`src/rtl/irq_ctrl_pkg.sv`:
```
// ============================================================================
//  Module   : irq_pkg
//  Purpose  : Shared types and constants for the irq_ctrl interrupt
//             controller (FSM state encoding, default vector base, source
//             count limit, index-width helper).
//  Revision : 1.0 - initial release
// ============================================================================
`default_nettype none

package irq_pkg;

  // Controller state: arbitration, waiting for core, acknowledging the
  // source, and handler running.
  typedef enum logic [1:0] {
    IDLE    = 2'd0,
    PENDING = 2'd1,
    ACK     = 2'd2,
    SERVICE = 2'd3
  } irq_state_t;

  localparam logic [15:0] VEC_BASE_DEFAULT = 16'h0010;
  localparam int          MAX_SRC          = 16;

  // Width of a source index; a single source still needs a 1-bit index.
  function automatic int id_width(input int n);
    return (n > 1) ? $clog2(n) : 1;
  endfunction

endpackage : irq_pkg

`default_nettype wire

```
`src/rtl/irq_ctrl_if.sv`:
```
// ============================================================================
//  Module   : irq_ctrl_if
//  Purpose  : Bundle of request/acknowledge, core-side and mask register
//             signals of the interrupt controller.
//  Ports    : slave  - controller side (irq_ctrl)
//             master - environment side (sources, core, register bus)
//  Revision : 1.0 - initial release
// ============================================================================
`default_nettype none

interface irq_ctrl_if #(
  parameter int N = 4
);

  logic [N-1:0] irq_in;      // level requests from sources
  logic [N-1:0] irq_ack;     // one-hot acknowledge to selected source
  logic         cpu_irq;     // interrupt request to the core
  logic [15:0]  cpu_vector;  // vector of pending / in-service source
  logic         cpu_accept;  // core took the interrupt (pulse)
  logic         cpu_iret;    // core finished the handler (pulse)
  logic         mask_we;     // mask write strobe
  logic [N-1:0] mask_wdata;  // new mask value, 1 enables a source
  logic [N-1:0] mask;        // current mask
  logic         in_service;  // acceptance until iret
  logic         ack_err;     // sticky acknowledge-timeout flag

  modport slave (
    input  irq_in, cpu_accept, cpu_iret, mask_we, mask_wdata,
    output irq_ack, cpu_irq, cpu_vector, mask, in_service, ack_err
  );

  modport master (
    output irq_in, cpu_accept, cpu_iret, mask_we, mask_wdata,
    input  irq_ack, cpu_irq, cpu_vector, mask, in_service, ack_err
  );

endinterface : irq_ctrl_if

`default_nettype wire

```
`src/rtl/irq_ctrl_prio_enc.sv`:
```
// ============================================================================
//  Module   : prio_enc
//  Purpose  : Fixed-priority encoder; reports the lowest set bit of vec.
//  Ports    : vec   in  N        request vector
//             valid out 1        any bit of vec set
//             idx   out IDX_W    index of lowest set bit (0 when none)
//  Revision : 1.0 - initial release
// ============================================================================
`default_nettype none

module prio_enc
  import irq_pkg::*;
#(
  parameter int N = 4,
  localparam int IDX_W = id_width(N)
) (
  input  logic [N-1:0]     vec,
  output logic             valid,
  output logic [IDX_W-1:0] idx
);

  // Scan from the top down so the lowest set index is the last one written.
  always_comb begin
    valid = |vec;
    idx   = '0;
    for (int i = N - 1; i >= 0; i--) begin
      if (vec[i]) begin
        idx = IDX_W'(i);
      end
    end
  end

endmodule : prio_enc

`default_nettype wire

```
`src/rtl/irq_ctrl.sv`:
```
// ============================================================================
//  Module   : irq_ctrl
//  Purpose  : CPU-side interrupt controller. Samples N level requests,
//             masks them, picks the lowest-index (highest-priority) one,
//             raises cpu_irq with a vector, acknowledges the chosen source
//             after core acceptance and tracks the in-service interval
//             until return-from-interrupt.
//  Ports    : clk  in  1   system clock, rising edge
//             rst  in  1   asynchronous reset, active-high
//             bus  slave modport of irq_ctrl_if (requests, acks, core
//                  handshake, mask register, status flags)
//  Revision : 1.0 - initial release
// ============================================================================
`default_nettype none

module irq_ctrl
  import irq_pkg::*;
#(
  parameter int          N           = 4,
  parameter logic [15:0] VEC_BASE    = VEC_BASE_DEFAULT,
  parameter int          ACK_TIMEOUT = 15
) (
  input  logic      clk,
  input  logic      rst,
  irq_ctrl_if.slave bus
);

  localparam int ID_W  = id_width(N);
  localparam int CNT_W = (ACK_TIMEOUT > 0) ? $clog2(ACK_TIMEOUT + 1) : 1;

  irq_state_t       r_state;
  logic [ID_W-1:0]  r_id;
  logic [CNT_W-1:0] r_cnt;
  logic [N-1:0]     r_mask;
  logic [N-1:0]     r_irq_ack;
  logic             r_cpu_irq;
  logic             r_in_service;
  logic             r_ack_err;
  logic [15:0]      r_cpu_vector;

  logic [N-1:0]     w_eff;
  logic             w_valid;
  logic [ID_W-1:0]  w_idx;
  logic [N-1:0]     w_id_onehot;
  logic             w_req;
  logic             w_cnt_hit;

  // Arbitration always sees the mask as it was before this edge, so a
  // simultaneous mask write does not affect the current decision.
  assign w_eff = bus.irq_in & r_mask;

  prio_enc #(
    .N (N)
  ) u_prio_enc (
    .vec   (w_eff),
    .valid (w_valid),
    .idx   (w_idx)
  );

  // One-hot decode of the latched source id.
  for (genvar g = 0; g < N; g++) begin : g_onehot
    assign w_id_onehot[g] = (r_id == ID_W'(g));
  end

  // Raw request of the latched source, ignoring the mask: the source is
  // acknowledged even if it was masked after being selected.
  assign w_req     = |(bus.irq_in & w_id_onehot);
  assign w_cnt_hit = (r_cnt == CNT_W'(ACK_TIMEOUT));

  // Single sequential process: state, latched id, counter, mask, and all
  // outputs. Outputs are registered from the current state and id so no
  // input reaches an output combinationally; they lag the state by a cycle.
  always_ff @(posedge clk or posedge rst) begin
    if (rst) begin
      r_state      <= IDLE;
      r_id         <= '0;
      r_cnt        <= '0;
      r_mask       <= '1;
      r_irq_ack    <= '0;
      r_cpu_irq    <= 1'b0;
      r_in_service <= 1'b0;
      r_ack_err    <= 1'b0;
      r_cpu_vector <= VEC_BASE;
    end else begin
      if (bus.mask_we) begin
        r_mask <= bus.mask_wdata;
      end

      case (r_state)
        IDLE: begin
          if (w_valid) begin
            r_id    <= w_idx;
            r_state <= PENDING;
          end
        end

        PENDING: begin
          if (bus.cpu_accept) begin
            r_cnt   <= '0;
            r_state <= ACK;
          end
        end

        ACK: begin
          if (!w_req) begin
            r_state <= SERVICE;
          end else if (w_cnt_hit) begin
            r_ack_err <= 1'b1;
            r_state   <= SERVICE;
          end else if (r_cnt != '1) begin
            // Saturate rather than wrap if the limit is never matched.
            r_cnt <= r_cnt + 1'b1;
          end
        end

        SERVICE: begin
          if (bus.cpu_iret) begin
            r_state <= IDLE;
          end
        end

        default: begin
          r_state <= IDLE;
        end
      endcase

      r_cpu_irq    <= (r_state == PENDING);
      r_irq_ack    <= (r_state == ACK) ? w_id_onehot : '0;
      r_in_service <= (r_state == ACK) || (r_state == SERVICE);
      // id only changes when leaving IDLE, so the vector holds otherwise.
      r_cpu_vector <= VEC_BASE + 16'(r_id);
    end
  end

  assign bus.irq_ack    = r_irq_ack;
  assign bus.cpu_irq    = r_cpu_irq;
  assign bus.cpu_vector = r_cpu_vector;
  assign bus.mask       = r_mask;
  assign bus.in_service = r_in_service;
  assign bus.ack_err    = r_ack_err;

endmodule : irq_ctrl

`default_nettype wire

```
`src/flat_wrapper.sv`:
```
// flat-port wrapper written by rule: the top's interface ports become plain ports
module irq_ctrl_flat import irq_pkg::*;
#(
  parameter int          N           = 4,
  parameter logic [15:0] VEC_BASE    = VEC_BASE_DEFAULT,
  parameter int          ACK_TIMEOUT = 15
)
  (clk, rst, bus_irq_in, bus_cpu_accept, bus_cpu_iret, bus_mask_we, bus_mask_wdata, bus_irq_ack, bus_cpu_irq, bus_cpu_vector, bus_mask, bus_in_service, bus_ack_err);
  irq_ctrl_if #(.N(N)) bus_i ();
  input  logic clk;
  input  logic rst;
  input wire logic [$bits(bus_i.irq_in)-1:0] bus_irq_in;
  input wire logic [$bits(bus_i.cpu_accept)-1:0] bus_cpu_accept;
  input wire logic [$bits(bus_i.cpu_iret)-1:0] bus_cpu_iret;
  input wire logic [$bits(bus_i.mask_we)-1:0] bus_mask_we;
  input wire logic [$bits(bus_i.mask_wdata)-1:0] bus_mask_wdata;
  output wire logic [$bits(bus_i.irq_ack)-1:0] bus_irq_ack;
  output wire logic [$bits(bus_i.cpu_irq)-1:0] bus_cpu_irq;
  output wire logic [$bits(bus_i.cpu_vector)-1:0] bus_cpu_vector;
  output wire logic [$bits(bus_i.mask)-1:0] bus_mask;
  output wire logic [$bits(bus_i.in_service)-1:0] bus_in_service;
  output wire logic [$bits(bus_i.ack_err)-1:0] bus_ack_err;
  assign bus_i.irq_in = bus_irq_in;
  assign bus_i.cpu_accept = bus_cpu_accept;
  assign bus_i.cpu_iret = bus_cpu_iret;
  assign bus_i.mask_we = bus_mask_we;
  assign bus_i.mask_wdata = bus_mask_wdata;
  assign bus_irq_ack = bus_i.irq_ack;
  assign bus_cpu_irq = bus_i.cpu_irq;
  assign bus_cpu_vector = bus_i.cpu_vector;
  assign bus_mask = bus_i.mask;
  assign bus_in_service = bus_i.in_service;
  assign bus_ack_err = bus_i.ack_err;
  irq_ctrl #(.N(N), .VEC_BASE(VEC_BASE), .ACK_TIMEOUT(ACK_TIMEOUT)) u_core (.clk(clk), .rst(rst), .bus(bus_i));
endmodule
```
`config.mk`:
```
export PLATFORM = sky130hd
export DESIGN_NAME = irq_ctrl_flat
export DESIGN_NICKNAME = d
export VERILOG_FILES = /design/src/rtl/irq_ctrl_pkg.sv /design/src/rtl/irq_ctrl_if.sv /design/src/rtl/irq_ctrl_prio_enc.sv /design/src/rtl/irq_ctrl.sv /design/src/flat_wrapper.sv
export SDC_FILE = /design/constraint.sdc
export NUM_CORES = 1
export LEC_CHECK = 0
export CAP_MARGIN = 20
export CORE_MARGIN = 3
export CORE_UTILIZATION = 44
export CTS_CLUSTER_SIZE = 24
export DETAILED_ROUTE_END_ITERATION = 8
export PLACE_DENSITY_LB_ADDON = 0.2
export SLEW_MARGIN = 20
export SYNTH_ARGS = -nofsm -noshare
export SYNTH_HDL_FRONTEND = slang
export SYNTH_SLANG_ARGS = --single-unit
```
`constraint.sdc`:
```
create_clock -name clk -period 2.5 [get_ports clk]
set_input_delay 0.375 -clock clk [delete_from_list [all_inputs] [get_ports clk]]
set_output_delay 0.375 -clock clk [all_outputs]
set_load 0.02 [all_outputs]
```
Word-level counts from Yosys, hierarchy flattened
Cells that the tools add are included.

Bits in writable memories: 0. Memories kept: 0. Logic and storage cells: 54. Input bits: 13. Flip-flop bits (word level): 35. Latch bits: 0. Output and inout bits: 27. ROM bits: 0.

Reduce and logical (&&, ||, !) cells: 10. Div/mod/pow operators: 0. Shifts and indexed selects: 0. Multiplexer cells: 16. Bitwise operators: 2. $lt $le $gt $ge: 0. $add $sub $neg: 2. Multipliers: 0. Equal/unequal tests: 15.

Operators by type and width (count): 2-to-1 mux 4 bit (5); 2-to-1 mux 2 bit (9); bitwise AND 4 bit (2); == test 2 bit (second input constant) (4); != test 2 bit (second input constant) (4); case mux 2 bit (4 select lines) (1); case mux 4 bit (2 select lines) (1); OR reduction 4 bit (2); adder 5 x 2 -> 6 bit (first input constant) (1); AND reduction 5 bit (1); adder 4 x 1 -> 4 bit (second input constant) (1); == test 2 x 1 -> 1 bit (second input constant) (2); == test 4 bit (second input constant) (1); zero test 2 bit (2); != test 2 x 1 -> 1 bit (second input constant) (2); != test 4 bit (second input constant) (1); AND reduction 4 bit (1); != test 3 bit (second input constant) (1); AND reduction 3 bit (1); AND reduction 2 bit (1); nonzero test 2 bit (1); logical OR 1 bit (1).

Longest topological paths before layout
Depth in word-level cells: 5. Mapped depth: 6. Gate-level depth less buffers: 6.

By module
A second synthesis with hierarchy kept.

Cells, all modules: 109. Area, all modules: 1163.6 um^2.

Modules (own cells, without submodules): irq_ctrl (seq. area each 530.5 um^2, area an instance 1128.6 um^2, cells each 102, instances 1); prio_enc (seq. area each 0.0 um^2, area an instance 35.0 um^2, cells each 7, instances 1).

Worst setup path after synthesis
Ideal clock, no wire load.

Path kind: flip-flop to flip-flop. From: register u_core.r_state[1]. To: register u_core.r_state[1]. Setup time: 128 ps. Buffers on the path: 0. Data required time: 2372 ps. Slack: 710 ps. Arrival: 1662 ps. Cell stages (with the launch flop): 7. Clock period less this slack: 1790 ps. Cells stage by stage: dfrtp_1 > inv_1 > ha_1 > nor2b_1 > a311oi_1 > a21boi_4 > mux2_1.

Longest elaborated chain between the ends: 3. Elaborated cells between the ends (all ways): 10. Classes of those cells: eq/ne: 7; mux: 1; reduce/logical: 2.

Ends and longest elaborated chain: start: declaration (RTL line irq_ctrl.sv:31) `irq_state_t r_state;`; start signal: assignment (RTL line irq_ctrl.sv:75) `r_state <= IDLE;`; start signal: assignment (RTL line irq_ctrl.sv:93) `r_state <= PENDING;`; start signal: assignment (RTL line irq_ctrl.sv:100) `r_state <= ACK;`; == test 2 bit, or another cell as far along (RTL line irq_ctrl.sv:89) `case (r_state)`; != test 3 bit (no source line) / != test 2 bit (equally long branches); AND reduction 4 bit (no source line).

Several ways; a longest one is shown, not always the timed one. A chain may end at the register's enable or synchronous reset.

Final worst setup path
Ends and elaborated chain as after synthesis.

==> impl_metrics.toml <==
[setup_path]
crit_type = "reg -> reg"
path_cells = "inv_1 > ha_1 > nor2b_1 > a311oi_1 > a21boi_4 > mux2_1"
arrival_ns = 2.22
rr_endpoint = "u_core.r_state[1]"
critPathRequiredTime_ns = 2.69
startpoint_type = "register"
cpLargestDelayFamily = "compound AO/OA/AOI/OAI gates"
ff2ff_path_depth = 6
slowest_delay_ns = 0.40
worst_path_max_delay_cell = "dfrtp_1"
endpoint_kind = "register"
crit_fanout = 7
reg2reg_slack_ns = 0.47
rr_startpoint = "u_core.r_state[1]"
cp.buffers_inverters = 1

[place]
gp_congestion = 0.893
dp_hpwl_mm = 1.71
io_buffer_count = 25
place_ws_ns = 0.327

[sta]
fin_crit_sh_pct = 81.2
hold_slack_ns = 0.481
tns_ns = 0
slew_headroom_pct = 49.0
worst_slack_ns = 0.470
skew_ns = 0.00601
hold_viol_final = 0
finalSetupViolations = 0
drv_slew = 0
rsz0062_at_grt = "no"
max_slew.worst_pin.slew_ns = 0.764
max_freq_mhz = 493
min_period_ns = 2.03

[logic_synthesis]
ys_types = 33
synth_commonest_cells = "17 x dfrtp_1, 14 x buf_4, 6 x ha_1, 6 x inv_1"
synthFlopType = "dfrtp_1"
yosys_warnings = 0
syn_inst = 107
synth_seq_cells = 21
synth_edf_count = 0
yosysMostFrequentCell = "dfrtp_1"
avgSynthCellArea_um2 = 10.7
synth_top_cell_area_share_pct = 37.0
async_flop_share_pct = 100
syn-cell-area_um2 = 1150
yosysSeqAreaShare_pct = 46.1
synth_area_leaders = "dfrtp_1 37%, buf_4 9.1%, dfstp_2 9.1%, ha_1 6.5%, mux2_2 4.9%"
yosys.area.top_type = "dfrtp_1"

[detailed_routing]
drcViolationCount = 0
antenna_left = 0
vias = 820
first_iter_violations = 14
wire_per_inst_um = 13.3
dr.pass1.iters = 4
routed_wl_mm = 2.14
viasPerCell = 5.09

[pwr]
p_sw_uw = 526
finalPower_uw = 1350
internal_power_uw = 822
irDropWorstVdd_uv = 530
power_density_nw_per_um2 = 964
leakagePower_uw = 0.000648
clkPwrFrac_pct = 11.8
p_comb_share_pct = 48.4
sw_frac_of_total_pct = 39.0
p_seq_share_pct = 39.8

[global_routing]
grt_pass1_wl_mm = 3.48
grt_max_degree = 22
track_usage_pct = 13.5
antenna_found_initial = 0
first_global_vias = 761
grt_overflow = 0

[die]
die_w_um = 57.1
num_io_pins = 40
start_util_pct = 49.1
coreArea_um2 = 2340
dieArea_um2 = 3260
rows = 17
die_height_um = 57.1

[clock_tree]
root_buffer = "clkbuf_4"
insertion_delay_ns = 0.30
cts-htree-levels = 1
path_clk_slew_ns = 0.11
clock-sinks = 21
cts.path.max_buffers = 2
cts_setup_buffers = 0
hold_buffers = 0
cts-buffers-inserted = 3
cts.repair.resized = 0
cts_tree = "built"

[flow_run]
drv_cap = 0

[cells_and_area]
n_antenna_cell = 0
nets = 153
drive_above_1_share_pct = 12.8
area_delta_synth_final_pct = 21.7

[min_path]
worstHoldPathCells = 1
worstHoldEndpoint = "u_core.bus.ack_err"
min_path_type = "reg -> reg"
hold_start = "u_core.bus.ack_err"

[outcome]
status = "finished, final reports clean"
[placed cells by master, fill, tap and decap left out, types with 2 or more instances in the layout]
| cell | count |
|---|---|
| inv_1 | 6 |
| nand2_1 | 5 |
| a22oi_1 | 2 |
| conb_1 | 14 |
| nor2_1 | 5 |
| nand3_1 | 5 |
| nor3_1 | 2 |
| clkdlybuf4s50_1 | 25 |
| mux2_2 | 5 |
| a21oi_1 | 5 |
| dfstp_2 | 4 |
| dfrtp_1 | 17 |
| clkbuf_4 | 3 |
| ha_1 | 6 |
| o21ai_0 | 4 |
| nor2b_1 | 3 |
| and3_1 | 2 |
| mux2i_1 | 4 |
[worst max path at each step]
stage / startpoint / to / slack, ns / depth (start not counted)
after floorplan: u_core.r_state[1] / u_core.r_state[1] / 0.71 / 6
after global placement: bus_cpu_accept / u_core.r_state[1] / 0.37 / 5
after detailed placement: bus_irq_in[3] / u_core.r_state[1] / 0.33 / 5
after CTS: u_core.r_state[1] / u_core.r_state[1] / 0.46 / 6
after global routing: u_core.r_state[1] / u_core.r_state[1] / 0.35 / 6
final: u_core.r_state[1] / u_core.r_state[1] / 0.47 / 6
[per-layer routing]
layer / vias to the layer above / track usage [%] / wire length [um]
met5: - / 0 / 0
met4: 0 / 2.98 / 11
met3: 2 / 4.07 / 146
met2: 34 / 24.1 / 1120
met1: 389 / 15.8 / 854
li1: 395 / - / -
[worst reg2reg max path, delay by kind of cell, from the launching register on]
family	cells	cell delay, ns
AOI/OAI and AO/OA	2	0.62
adders and majority gates	1	0.27
buffers and inverters	1	0.09
DFF	1	0.40
muxes	1	0.33
and+or+nand+nor	1	0.21
[per-stage QoR]
stage | instances | util, % | cell area [um2]
after CTS | 161 | 59.8 | 1400
after global routing | 161 | 59.8 | 1400
after floorplan | 119 | - | 1190
after global placement | 157 | 58.6 | 1370
final | 161 | 59.8 | 1400
after detailed placement | 157 | 58.6 | 1370
[power groups by stage]
| stage | clock network, uW | logic [uW] | registers (uW) |
|---|---|---|---|
| 6_report | 159 | 653 | 536 |
| 3_5_place_dp | 0 | 660 | 545 |
| 5_1_grt | 180 | 715 | 554 |
| 4_1_cts | 166 | 660 | 539 |
| 3_3_place_gp | 0 | 636 | 538 |
| 2_1_floorplan | 0 | 398 | 594 |
[area by class of cell]
type	count	area, um2
clock buffers	3	22.5
clock inverters	1	5.00
fillers	212	941
inverters	6	22.5
multi-input cells	77	533
flip-flops and latches	21	531
well taps	28	35.0
repair buffers	25	250
[state kept, by name, indices dropped and copies added, names as in the netlist]
signal                 flops
u_core.bus.cpu_irq         1
u_core.bus.in_service      1
u_core.r_cnt               4
u_core.bus.cpu_vector      2
u_core.r_state             2
u_core.bus.irq_ack         4
u_core.r_id                2
u_core.bus.mask            4
u_core.bus.ack_err         1
[logic make-up after synthesis]
| logic type | count (synthesis) | synth area share (%) |
|---|---|---|
| AND/OR/NAND/NOR | 27 | 12.2 |
| buffers and inverters | 21 | 11.4 |
| flip-flops | 21 | 46.1 |
| AO/OA/AOI/OAI | 19 | 11.8 |
| multiplexers | 11 | 11.3 |
| adder cells (fa/ha/maj) | 6 | 6.53 |
| other | 2 | 0.653 |
No activity file was read; power rests on OpenSTA's default activity.
